<file path="src/rtl/rwt_axis_pkg.sv">
// -----------------------------------------------------------------------------
// rwt_axis_pkg
// Shared types and helpers for the AXI-stream blocks that pack tlast into the
// MSB of the user field.
//   marker_state_t : packet-framing state (ST_IDLE = expecting first beat)
//   user_last()    : extracts tlast (MSB) from a user field of given width
// -----------------------------------------------------------------------------
package rwt_axis_pkg;

    typedef enum logic [0:0] {
        ST_IDLE,
        ST_BODY
    } marker_state_t;

    // The user field is zero-extended into 32 bits so one helper serves any
    // UWIDTH up to 32; the MSB of the original field is tlast.
    function automatic logic user_last(input logic [31:0] user,
                                       input int unsigned uwidth);
        logic [31:0] sh;
        sh = user >> (uwidth - 1);
        return sh[0];
    endfunction

endpackage

</file>
<file path="src/rtl/axi_reg_slice.sv">
// -----------------------------------------------------------------------------
// axi_reg_slice
// Single-entry registered output slot for a valid/ready stream. The slot loads
// whenever it is free (empty or draining this cycle) and a beat is offered, so
// a drain and a reload on the same edge produce no bubble.
// Ports:
//   clk, aresetn      : clock, asynchronous active-low reset
//   in_valid          : a beat is available to load
//   in_payload        : beat contents (WIDTH bits)
//   slot_free         : slot will accept a load on this edge
//   out_valid/out_payload/out_ready : registered downstream handshake
// -----------------------------------------------------------------------------
module axi_reg_slice #(
    parameter int WIDTH = 73
) (
    input  logic             clk,
    input  logic             aresetn,
    input  logic             in_valid,
    input  logic [WIDTH-1:0] in_payload,
    output logic             slot_free,
    output logic             out_valid,
    output logic [WIDTH-1:0] out_payload,
    input  logic             out_ready
);

    logic             vld_p1;
    logic [WIDTH-1:0] pay_p1;

    assign slot_free = !vld_p1 || out_ready;

    // Stage p1: output slot. Payload only changes on a load, so a stalled beat
    // stays stable until it is taken.
    always_ff @(posedge clk or negedge aresetn) begin
        if (!aresetn) begin
            vld_p1 <= 1'b0;
            pay_p1 <= '0;
        end else if (slot_free) begin
            vld_p1 <= in_valid;
            if (in_valid) begin
                pay_p1 <= in_payload;
            end
        end
    end

    assign out_valid   = vld_p1;
    assign out_payload = pay_p1;

endmodule

</file>
<file path="src/rtl/axi_marker_insert.sv">
// -----------------------------------------------------------------------------
// axi_marker_insert
// Inserts a one-beat marker word ahead of every packet of an AXI-stream whose
// tlast lives in the MSB of the user field. Payload passes through a single
// registered slot at full rate; each marker costs one input stall cycle.
// Ports:
//   clk, aresetn               : clock, asynchronous active-low reset
//   enable                     : insertion enable, sampled at packet start
//   marker, marker_user        : marker data and sideband (marker never last)
//   s_axi_valid/ready/data/user: input stream
//   m_axi_valid/ready/data/user: output stream
//   marker_count               : markers emitted, wraps at 2^32
// -----------------------------------------------------------------------------
module axi_marker_insert
    import rwt_axis_pkg::*;
#(
    parameter int DWIDTH = 64,
    parameter int UWIDTH = 9
) (
    input  logic              clk,
    input  logic              aresetn,
    input  logic              enable,
    input  logic [DWIDTH-1:0] marker,
    input  logic [UWIDTH-2:0] marker_user,
    input  logic              s_axi_valid,
    output logic              s_axi_ready,
    input  logic [DWIDTH-1:0] s_axi_data,
    input  logic [UWIDTH-1:0] s_axi_user,
    output logic              m_axi_valid,
    input  logic              m_axi_ready,
    output logic [DWIDTH-1:0] m_axi_data,
    output logic [UWIDTH-1:0] m_axi_user,
    output logic [31:0]       marker_count
);

    localparam int PW = DWIDTH + UWIDTH;

    marker_state_t     state, state_next;
    logic              slot_free;
    logic              insert_mode;
    logic              marker_load;
    logic              beat_accept;
    logic [DWIDTH-1:0] mux_data;
    logic [UWIDTH-1:0] mux_user;
    logic [PW-1:0]     slot_payload;

    // In ST_IDLE with enable set, the slot is fed the marker instead of the
    // input beat; the input stays stalled until the next cycle.
    assign insert_mode = (state == ST_IDLE) && enable;

    // Gated by aresetn so the input is never offered ready during reset.
    assign s_axi_ready = aresetn && slot_free && !insert_mode;
    assign beat_accept = s_axi_valid && s_axi_ready;
    assign marker_load = insert_mode && s_axi_valid && slot_free;

    always_comb begin
        mux_data = s_axi_data;
        mux_user = s_axi_user;
        if (insert_mode) begin
            mux_data = marker;
            mux_user = {1'b0, marker_user};
        end
    end

    always_ff @(posedge clk or negedge aresetn) begin
        if (!aresetn) begin
            state <= ST_IDLE;
        end else begin
            state <= state_next;
        end
    end

    always_comb begin
        state_next = state;
        if (marker_load) begin
            state_next = ST_BODY;
        end else if (beat_accept) begin
            state_next = user_last(32'(s_axi_user), UWIDTH) ? ST_IDLE : ST_BODY;
        end
    end

    always_ff @(posedge clk or negedge aresetn) begin
        if (!aresetn) begin
            marker_count <= '0;
        end else if (marker_load) begin
            marker_count <= marker_count + 32'd1;
        end
    end

    // Stage p1 boundary: single registered output slot. Any pending input beat
    // (marker or payload) is offered whenever s_axi_valid is high; the slot only
    // takes it when free, which matches beat_accept / marker_load exactly.
    axi_reg_slice #(
        .WIDTH (PW)
    ) u_slot (
        .clk         (clk),
        .aresetn     (aresetn),
        .in_valid    (s_axi_valid),
        .in_payload  ({mux_data, mux_user}),
        .slot_free   (slot_free),
        .out_valid   (m_axi_valid),
        .out_payload (slot_payload),
        .out_ready   (m_axi_ready)
    );

    assign m_axi_data = slot_payload[PW-1:UWIDTH];
    assign m_axi_user = slot_payload[UWIDTH-1:0];

endmodule

</file>
<file path="config.mk">
export PLATFORM = sky130hd
export DESIGN_NAME = axi_marker_insert
export DESIGN_NICKNAME = d
export VERILOG_FILES = /design/src/rtl/rwt_axis_pkg.sv /design/src/rtl/axi_reg_slice.sv /design/src/rtl/axi_marker_insert.sv
export SDC_FILE = /design/constraint.sdc
export NUM_CORES = 1
export LEC_CHECK = 0
export ABC_AREA = 1
export BUFFER_PORTS_ARGS = -buffer_cell sky130_fd_sc_hd__buf_2
export CORE_MARGIN = 1
export CORE_UTILIZATION = 46
export DETAILED_ROUTE_END_ITERATION = 7
export PLACE_DENSITY = 0.8
export SLEW_MARGIN = 10
export SYNTH_ARGS = -nofsm -noshare
export SYNTH_HDL_FRONTEND = slang
export SYNTH_SLANG_ARGS = --single-unit
export TNS_END_PERCENT = 1
</file>
<file path="constraint.sdc">
create_clock -name clk -period 1.77 [get_ports clk]
set_input_delay 0.354 -clock clk [delete_from_list [all_inputs] [get_ports clk]]
set_output_delay 0.354 -clock clk [all_outputs]
set_load 0.02 [all_outputs]
</file>
==> results.json <==
{
  "worstPathArrival_ns": 1.33,
  "synth_edf_count": 0,
  "synth_ff_type": "dfrtp_1",
  "fin_tns_setup_ns": 0,
  "drt_pass1_iterations": 5,
  "synthAdderAreaFrac_pct": 0.241,
  "antenna_found_initial": 1,
  "dpl_cell_area_um2": 6640,
  "crit_slowest_cell": "dfrtp_1",
  "grt_pass1_vias": 5036,
  "rr_worst_depth": 8,
  "initial_core_util_pct": 47.6,
  "crit_path_start": "state",
  "outcome": "complete, no violations",
  "synth-seq-cells": 107,
  "p_leak_nw": 3.54,
  "syn_to_final_growth_pct": 32.9,
  "grt.total_usage_pct": 26.3,
  "p_per_area_nw_per_um2": 958,
  "cp-start-kind": "flop",
  "synth_area_leaders": "dfrtp_1 (52%), o21ai_0 (11%), nand2_1 (11%)",
  "portBuffers": 256,
  "layout-drive-gt1-share_pct": 34.3,
  "final_cells": 1032,
  "avgViaCountPerCell": 5.13,
  "yosysSeqAreaShare_pct": 51.7,
  "grt_max_degree": 108,
  "pre_cts_slack_ns": 0.138,
  "drt_iter0_drc": 261,
  "period_minus_slack_ns": 1.69,
  "syn_area_um2": 5180,
  "path_buf_inv": 2,
  "finalCritPeriodShare_pct": 95.4,
  "placedCellCount": 1012,
  "syn-mean-instance-area_um2": 8.14,
  "cp_cell_sequence": "nor2_4 -> buf_12 -> nor2_1 -> buf_2",
  "yosys.area_share.simple_pct": 25.3,
  "yosysMostFrequentCell": "nand2_1",
  "crit_fanout": 14,
  "dp_hpwl_mm": 11.0,
  "drc": 0,
  "nets": 1037,
  "coreArea_um2": 10900,
  "critPathKind": "flop to primary output",
  "setup_slack_ns": 0.0822,
  "clkSinkCount": 107,
  "cp.required_ns": 1.42,
  "vias": 5293,
  "final-setup-viol-count": 0,
  "drt_wl_total_mm": 15.2,
  "critPathTopFamily": "flip-flops",
  "clk-insertion-delay-late_ns": 0.36,
  "h-tree-depth": 3,
  "ctsLongestPathBuffers": 2,
  "cts-root-buf": "clkbuf_8",
  "slew_headroom_pct": 62.2,
  "gp_congestion": 0.872,
  "synthArstFlopShare_pct": 100,
  "cts_made_buffers": 9,
  "synth.distinct_cells": 27,
  "cts_tree": "built",
  "vdd_drop_max_v": 0.000549,
  "ios": 257,
  "worstReg2RegStart": "state",
  "die_w_um": 108,
  "wire_per_inst_um": 14.7,
  "fmax_mhz": 592,
  "synth_xor_area_share_pct": 3.38,
  "hold_path.class": "primary input to async pin",
  "endpoint": "s_axi_ready",
  "endpoint_kind": "primary output",
  "core.rowCount": 38,
  "worst_slew_pin_slew_ns": 0.567,
  "drv_slew": 0,
  "skew_ns": 0.0135,
  "cp_slowest_stage_delay_ns": 0.43,
  "syn_inst": 637,
  "cts_resized": 0,
  "r2r_end": "marker_count[19]",
  "grt_pass1_wl_mm": 24.2,
  "ant_nets": 0,
  "synth_top_cell_by_area": "dfrtp_1",
  "die_h_um": 108,
  "yosys.area.top_type_share_pct": 51.7,
  "finalHoldViolations": 0,
  "synth-compound-area-share_pct": 14.1,
  "worstSetupPathDepth": 4,
  "utilization_pct": 63.3,
  "synthTopCellsByCount": "nand2_1 (147), o21ai_0 (115), dfrtp_1 (107)",
  "max_cap_violations": 0,
  "clk_pin_slew_ns": 0.11,
  "stdcell_area_um2": 6890,
  "die_area_um2": 11700,
  "synth_top_family_by_area": "simple AND/OR/NAND/NOR gates",
  "rrSetupSlack_ns": 0.15,
  "rsz0062_at_grt": "no",
  "yosys_warnings": 0,
  "muxShareOfSynthArea_pct": 0,
  "overflow": 0,
  "synth_nets": 788
}
[logic make-up after synthesis]
logic type	count (synthesis)
adders and majority gates	1
AOI/OAI and AO/OA	146
buffers and inverters	59
DFF	107
xor gates and xnor gates	20
and+or+nand+nor	304
[layout make-up]
| cell class | count | area, um^2 |
|---|---|---|
| Antenna cell | 1 | 2.50 |
| Clock buffer | 10 | 138 |
| Inverter | 28 | 105 |
| Sequential cell | 107 | 2680 |
| Fill cell | 976 | 4000 |
| Clock inverter | 6 | 70.1 |
| Tap cell | 140 | 175 |
| Timing Repair Buffer | 269 | 1490 |
| Multi-Input combinational cell | 471 | 2230 |
[worst register-to-register path: stages (launching register included)]
cell,delay (ns)
dfrtp_1,0.43
nor2_4,0.16
buf_4,0.17
inv_2,0.09
nor2_8,0.18
nand2_2,0.10
nor2_4,0.14
nand3_1,0.08
and2_1,0.16
[worst min-delay path by stage]
stage                                       from                     end  slack (ns)  depth (start not counted)
final                                    aresetn         marker_count[6]        0.08                          2
after global routing                     aresetn         marker_count[6]        0.11                          2
after CTS                                aresetn         marker_count[6]         0.1                          2
after detailed placement  u_slot.out_payload[50]  u_slot.out_payload[50]        0.47                          2
after global placement    u_slot.out_payload[47]  u_slot.out_payload[47]        0.46                          2
after floorplan                          aresetn         marker_count[0]        0.06                          0
[what timing repair did]
| action | 4_1_cts | 5_1_grt |
|---|---|---|
| endpoints found under the hold margin | 0 | 0 |
| endpoints found under the setup margin | 1 | 1 |
| gates cloned | 0 | 1 |
| buffers inserted | 1 | 1 |
| pin swaps | 1 | 1 |
| hold buffers | 0 | 0 |
[through the flow]
step                hold slack, ns  total power [mW]
CTS                         0.0954              6.62
finish                      0.0766              6.60
detailed placement           0.467              5.04
floorplan                   0.0584              4.19
global route                 0.108              6.98
global placement             0.460              5.00
[flip-flops by register name, summed over array words and instances (netlist names)]
signal / cells
marker_count: 32
state: 1
u_slot.out_payload: 73
u_slot.out_valid: 1
[where the power goes]
part / switching, mW / internal (mW)
clock: 0.865 / 0.710
combinational: 1.24 / 0.695
sequential: 0.263 / 2.82
[placed cells by master (no fill, tap or decap), types with 21 or more instances in the layout]
cell type,instances
inv_1,24
nand2_1,147
o21ai_0,115
buf_2,255
dfrtp_1,107
nand3_1,21
nor2_1,101
o21ai_1,29
[routing by layer]
metal,vias to the layer above,GRT usage (%),part of all wire [%]
li1,2565,-,-
met1,2481,33.0,40
met3,27,6.51,7.3
met4,0,8.02,2.3
met5,-,0,0
met2,220,44.5,50
Power figures use the tool's default switching activity.
